`src/rtl/norm_ctrl.sv`:
```
// Post-add normalizer: steers the exponent register and shifts the sum mantissa until the hidden bit sits at MANT_W-1.
// Latency is 3 cycles, plus 1 for a carry or fix-up and 2 per left shift; start is ignored while busy, with no other backpressure.
module norm_ctrl #(
  parameter int MANT_W = 24,
  parameter int EXP_W  = 8
) (
  input  logic              clk,
  input  logic              reset,
  input  logic              start,
  input  logic [MANT_W:0]   sum_mant,
  input  logic [EXP_W-1:0]  sum_expo,
  input  logic [EXP_W-1:0]  expo_val,
  output logic              ldex,
  output logic              ince,
  output logic              dece,
  output logic [EXP_W-1:0]  ld_expo,
  output logic [MANT_W-1:0] norm_mant,
  output logic              busy,
  output logic              done,
  output logic              zero,
  output logic              ovf,
  output logic              unf
);

  localparam logic [EXP_W-1:0] EXP_MAX = {EXP_W{1'b1}};
  localparam logic [EXP_W-1:0] EXP_SAT = {{(EXP_W-1){1'b1}}, 1'b0};
  localparam logic [EXP_W-1:0] EXP_ONE = {{(EXP_W-1){1'b0}}, 1'b1};

  typedef enum logic [2:0] {
    S_IDLE, S_LOAD, S_CHECK, S_SHR, S_SHL, S_FIX, S_DONE
  } state_t;

  state_t            state_q, state_d;
  logic [MANT_W:0]   mreg_q, mreg_d;
  logic [EXP_W-1:0]  ld_expo_q, ld_expo_d;
  logic              ldex_q, ldex_d, ince_q, ince_d, dece_q, dece_d;
  logic              busy_q, busy_d, done_q, done_d;
  logic              zero_q, zero_d, ovf_q, ovf_d, unf_q, unf_d;

  // Outputs are registered alongside the state they belong to, so each command
  // is visible in the same cycle the FSM sits in its issuing state.
  always_comb begin
    state_d   = state_q;
    mreg_d    = mreg_q;
    ld_expo_d = ld_expo_q;
    zero_d    = zero_q;
    ovf_d     = ovf_q;
    unf_d     = unf_q;
    case (state_q)
      S_IDLE: begin
        if (start) begin
          state_d   = S_LOAD;
          mreg_d    = sum_mant;
          ld_expo_d = sum_expo;
          zero_d    = 1'b0;
          ovf_d     = 1'b0;
          unf_d     = 1'b0;
        end
      end
      S_LOAD:  state_d = S_CHECK;
      S_CHECK: begin
        if (mreg_q == '0) begin
          state_d   = S_FIX;
          ld_expo_d = '0;
          zero_d    = 1'b1;
        end else if (mreg_q[MANT_W] && expo_val >= EXP_SAT) begin
          // Incrementing would reach or pass the reserved all-ones exponent.
          state_d   = S_FIX;
          ld_expo_d = EXP_MAX;
          mreg_d    = '0;
          ovf_d     = 1'b1;
        end else if (mreg_q[MANT_W]) begin
          state_d = S_SHR;
          mreg_d  = mreg_q >> 1;
        end else if (mreg_q[MANT_W-1]) begin
          state_d = S_DONE;
        end else if (expo_val == '0) begin
          state_d = S_DONE;
          unf_d   = 1'b1;
        end else if (expo_val == EXP_ONE) begin
          state_d   = S_FIX;
          ld_expo_d = '0;
          unf_d     = 1'b1;
        end else begin
          state_d = S_SHL;
          mreg_d  = mreg_q << 1;
        end
      end
      S_SHR:   state_d = S_DONE;
      S_SHL:   state_d = S_CHECK;
      S_FIX:   state_d = S_DONE;
      S_DONE:  state_d = S_IDLE;
      default: state_d = S_IDLE;
    endcase
    ldex_d = (state_d == S_LOAD) || (state_d == S_FIX);
    ince_d = (state_d == S_SHR);
    dece_d = (state_d == S_SHL);
    busy_d = (state_d != S_IDLE);
    done_d = (state_d == S_DONE);
  end

  always_ff @(posedge clk) begin
    if (reset) begin
      state_q   <= S_IDLE;
      mreg_q    <= '0;
      ld_expo_q <= '0;
      ldex_q    <= 1'b0;
      ince_q    <= 1'b0;
      dece_q    <= 1'b0;
      busy_q    <= 1'b0;
      done_q    <= 1'b0;
      zero_q    <= 1'b0;
      ovf_q     <= 1'b0;
      unf_q     <= 1'b0;
    end else begin
      state_q   <= state_d;
      mreg_q    <= mreg_d;
      ld_expo_q <= ld_expo_d;
      ldex_q    <= ldex_d;
      ince_q    <= ince_d;
      dece_q    <= dece_d;
      busy_q    <= busy_d;
      done_q    <= done_d;
      zero_q    <= zero_d;
      ovf_q     <= ovf_d;
      unf_q     <= unf_d;
    end
  end

  assign ldex      = ldex_q;
  assign ince      = ince_q;
  assign dece      = dece_q;
  assign ld_expo   = ld_expo_q;
  assign norm_mant = mreg_q[MANT_W-1:0];
  assign busy      = busy_q;
  assign done      = done_q;
  assign zero      = zero_q;
  assign ovf       = ovf_q;
  assign unf       = unf_q;

endmodule

```
`config.mk`:
```
export PLATFORM = sky130hd
export DESIGN_NAME = norm_ctrl
export DESIGN_NICKNAME = d
export VERILOG_FILES = /design/src/rtl/norm_ctrl.sv
export SDC_FILE = /design/constraint.sdc
export NUM_CORES = 1
export LEC_CHECK = 0
export ABC_AREA = 0
export CAP_MARGIN = 40
export CORE_UTILIZATION = 34
export CTS_CLUSTER_DIAMETER = 80
export DETAILED_ROUTE_END_ITERATION = 16
export PLACE_DENSITY = 0.66
export SYNTH_ARGS = -nofsm -noshare
export SYNTH_HDL_FRONTEND = slang
export SYNTH_SLANG_ARGS = --single-unit
export TNS_END_PERCENT = 5
```
`constraint.sdc`:
```
create_clock -name clk -period 6.15 [get_ports clk]
set_input_delay 0.615 -clock clk [delete_from_list [all_inputs] [get_ports clk]]
set_output_delay 0.615 -clock clk [all_outputs]
set_load 0.005 [all_outputs]
```
# Yosys cells after proc, flatten, opt, wreduce, memory -nomap -nowiden
# Index checks and enable logic that the tools add are counted.
totals:
  latchBits: 0
  wordCells: 91
  mem_count: 0
  mem_bits_rw: 0
  reg_bits: 44
  out_inout_bits: 40
  romBits: 0
  in_bits: 44
op_classes:
  add_sub_neg: 0
  order_cmp: 1
  muxes: 37
  reduce_logical: 15
  eq_ne: 26
  n_bitwise: 0
  n_mul: 0
  div_mod_pow: 0
  shifts: 0
ops:
  columns: ["operator", "n"]
  rows:
  - ["24-bit 2-to-1 mux", 5]
  - ["8-bit 2-to-1 mux", 7]
  - ["25-bit 2-to-1 mux", 2]
  - ["25-bit case mux with 2 select lines", 1]
  - ["4-bit inequality test, second input constant", 7]
  - ["25-bit zero test", 1]
  - ["8-bit case mux with 2 select lines", 1]
  - ["3-bit == test, second input constant", 5]
  - ["2-bit inequality test, second input constant", 7]
  - ["3-bit 2-to-1 mux", 4]
  - ["3-bit case mux with 4 select lines", 1]
  - ["6-bit AND reduction", 2]
  - ["1-bit 2-to-1 mux", 11]
  - ["3-bit by 2-bit == test with 1-bit output, second input constant", 3]
  - ["8-bit by 1-bit == test with 1-bit output, second input constant", 1]
  - ["8-bit >= comparator, second input constant", 1]
  - ["8-bit zero test", 1]
  - ["7-bit AND reduction", 1]
  - ["3-bit by 1-bit == test with 1-bit output, second input constant", 2]
  - ["1-bit case mux with 2 select lines", 3]
  - ["3-bit AND reduction", 2]
  - ["2-bit 2-to-1 mux", 2]
  - ["4-bit AND reduction", 1]
  - ["2-bit OR reduction", 2]
  - ["other kinds (6)", 6]

# Longest topological paths before layout
depth:
  word_depth: 10
  mapped_depth: 8
  mapped_depth_nobuf: 5

# Worst setup path after synthesis
# No wires, ideal clock.
synth_path:
  path_type: "input port to flip-flop"
  start: "input expo_val[4]"
  end: "register ld_expo_q[6], in the netlist ld_expo[6]"
  setup_slack_ps: 3822
  required_ps: 5989
  stages: 5
  arrival_ps: 2167
  path_buffers: 0
  path_cell_list: "or4_1 nor2_1 a32oi_1 o31ai_2 a221oi_1"
synth_via:
  elab_chain_cells: 5
synth_lines:
  columns: ["item", "line_no", "text"]
  rows:
  - ["start: declaration", "12", "input logic [EXP_W-1:0] expo_val,"]
  - ["8-bit >= comparator", "66", "end else if (mreg_q[MANT_W] && expo_val >= EXP_SAT) begin"]
  - ["1-bit logical AND", "66", null]
  - ["8-bit 2-to-1 mux", "66", null]
  - ["8-bit 2-to-1 mux", "62", "if (mreg_q == '0) begin"]
  - ["8-bit case mux with 2 select lines", "49", "case (state_q)"]
  - ["end signal: assignment", "118", "ld_expo_q <= ld_expo_d;"]
  - ["end: declaration", "35", "logic [EXP_W-1:0] ld_expo_q, ld_expo_d;"]
# Parallel ways exist; a longest one is shown, timed or not.
# A chain may end at the register's enable or synchronous reset.

# Final worst setup path
layout_path:
  start: "input expo_val[4]"
  end: "register mreg_q[3]"
layout_via:
  elab_chain_cells: 5
layout_lines:
  columns: ["item", "line_no", "text"]
  rows:
  - ["8-bit >= comparator", "66", null]
  - ["1-bit logical AND", "66", null]
  - ["24-bit 2-to-1 mux", "66", null]
  - ["25-bit 2-to-1 mux", "62", null]
  - ["25-bit case mux with 2 select lines", "49", null]
  - ["end signal: assignment", "117", "mreg_q <= mreg_d;"]
  - ["end: declaration", "34", "logic [MANT_W:0] mreg_q, mreg_d;"]
# Parallel ways exist; a longest one is shown, timed or not. The select of a mux whose other input is x is not followed.

==> run metrics <==
status completed; Residual DRC 0; die height 89.89 µm; Die ar. 0.008080 mm²; crit path max fanout 24; Gate power share 36.2%; synth warn 0; Via density 5.701; gr usage total 18.27%; mapped cell area 0.002626 mm²; Max Slew Vio Count 0; Worst Path Arrival 3250 ps; WL final 7297 µm; vias in the first global route 2363; deepest clock path buffer count 2; Leakage 1.243 nW; global-route wire length before repair 12190 µm; Post-synth EDFFs 0; wire per inst 16.89 µm; row count 31; setup bufs post-CTS 0; Setup crit start expo_val[4]; Max rail drop VDD 0.08830 mV; minimum clock period 3089 ps; Clk network pwr share 21.6%; antenna violations before repair 0; sequential fraction of design power 42.2%; Critical Path RT 6310 ps; GRT Residual Overflow 0; chip width 89.89 µm; sequential share of the synthesized area 33.54%; simple-gate share of the synthesized area 21.77%; headroom to the max-slew limit 37.89%; setup TNS 0 ps; clock root cell clkbuf_8; Largest Register mreg_q; Synth Area in Compound Gates 30.92%; effective utilization at floorplan 35.64%; CTS sink cnt 44; Clock Skews 6.927 ps; Synth Area in XOR/XNOR 0%; largest family of logic cells by synthesized area compound AO/OA/AOI/OAI gates; WS Path Type primary input to flop; max reg flops 25; Total Power 0.0008930 W; asr flop ratio synth 0%; ANT nets after route 0; Final GP Congestion 0.7897; worst skew pair latency 300 ps; FF+latch count, synth 44; mean area per synthesized cell 9.056 µm²; post-CTS sizing 0; element type at the critical path end flop; multiplexer share of the synthesized area 0%; commonest non-fill, non-tap cell in the layout clkdlybuf4s50_1; Finish-stage setup viols 0; CTS tree built; crit path launch type primary input; TritonCTS Buffers 5; DR pass1 iterations 4; Ports 84; maxcap violations 0; Syn Inst Count 290; adder-cell share of the synthesized area 0%; antenna cells 0; period utilization 50.23%; largest net degree at the start of global routing 65; fmax 0.3237 GHz; number of library cell types mapped by synthesis 45; Vias 2463; Worst Hold Launch ld_expo[1]$_SDFFE_PP0P_; pwr/cell area 262.7 mW/mm²; Slew @ Worst Pin 931.7 ps; Final Hold Viols 0; Hold Path Class flop to flop; Primary FF master, synth dfxtp_1; syn_nets 334; post-route setup slack 3061 ps; Core Box Area 0.007370 mm²; Switching Fraction 34.86%; Area Growth Syn to Fin 29.44%; dpl ws 2778 ps; H-tree depth 2; Reg-to-Reg Start state_q[1]$_SDFF_PP0_; cts-stage hold buffer count 0; sw power 0.0003113 W; IO buf count 83; RSZ-0062 raised after global routing no; # nets final 376; commonest non-fill, non-tap cells in the layout clkdlybuf4s50_1 (82), dfxtp_1 (44), nor2_1 (31); Post-DP HPWL 4856 µm; layout cells sized above 1 12.31%; clock transition at the registers of the reported paths 80 ps; Power Internal 0.0005817 W; drt first-iter violations 166
## path summary, 6_finish.rpt
check	cells after the start	endpoint	slack [ps]
worst max-delay path	6	mreg_q[3]$_SDFFE_PP0P_	3060
worst min-delay path	2	ld_expo[1]$_SDFFE_PP0P_	470
worst max register to register	5	mreg_q[3]$_SDFFE_PP0P_	3460
worst min register to register	2	ld_expo[1]$_SDFFE_PP0P_	470
## critical path: stages
cell	delay, ps
clkdlybuf4s50_1	410
or4_1	600
o21ai_0	190
a221o_1	750
and2_4	530
o41ai_1	130
## layer usage
layer / track usage, % / routed length, µm / vias up
met5: 0 / 0 / -
met4: 5.242 / 75 / 0
met3: 3.807 / 497 / 6
met2: 28.33 / 3399 / 99
met1: 25.55 / 3326 / 1168
li1: - / - / 1190
## power groups by stage
stage	clock network (W)	registers [W]	logic, W
CTS	0.000197	0.000377	0.000325
global route	0.000208	0.000385	0.000353
detailed placement	0	0.000384	0.000324
global placement	0	0.000383	0.000319
finish	0.000193	0.000377	0.000323
floorplan	0	0.000366	0.000226
## stage by stage
step | hold slack (ps) | util, % | instances | instance area [µm²]
2_1_floorplan | 457.6 | - | 290 | 2626
3_5_place_dp | 459.8 | 44.87 | 424 | 3307
5_1_grt | 497.6 | 46.13 | 432 | 3400
6_report | 467.9 | 46.13 | 432 | 3400
3_3_place_gp | 456.5 | 44.87 | 424 | 3307
4_1_cts | 472.2 | 46.13 | 432 | 3400
## logic make-up after synthesis
group                  after synthesis
flip-flops                          44
buffers and inverters               65
AND/OR/NAND/NOR                     99
AO/OA/AOI/OAI                       82
## cells in the mapped netlist (all sizes together), types with 3 or more instances
cell	n	area, µm²
buf	32	237.7
o21ai	6	30.03
nand2	13	48.80
nand3	3	15.01
clkbuf	21	78.83
o41ai	24	360.3
and3	3	18.77
nor3	6	30.03
nor4	6	37.54
inv	12	45.04
nor2	31	116.4
a21oi	7	35.03
a221oi	29	254.0
dfxtp	44	880.8
nand4b	22	192.7
and2	3	21.27
## cell type report
type                            count  area, µm²
Tap cell                           99      123.9
Sequential cell                    44      880.8
Multi-Input combinational cell    181       1394
Clock buffer                        6      82.58
Fill cell                         719       3970
Timing Repair Buffer               88      863.3
Inverter                           12      45.04
Clock inverter                      2      10.01
Power figures use the tool's default switching activity.
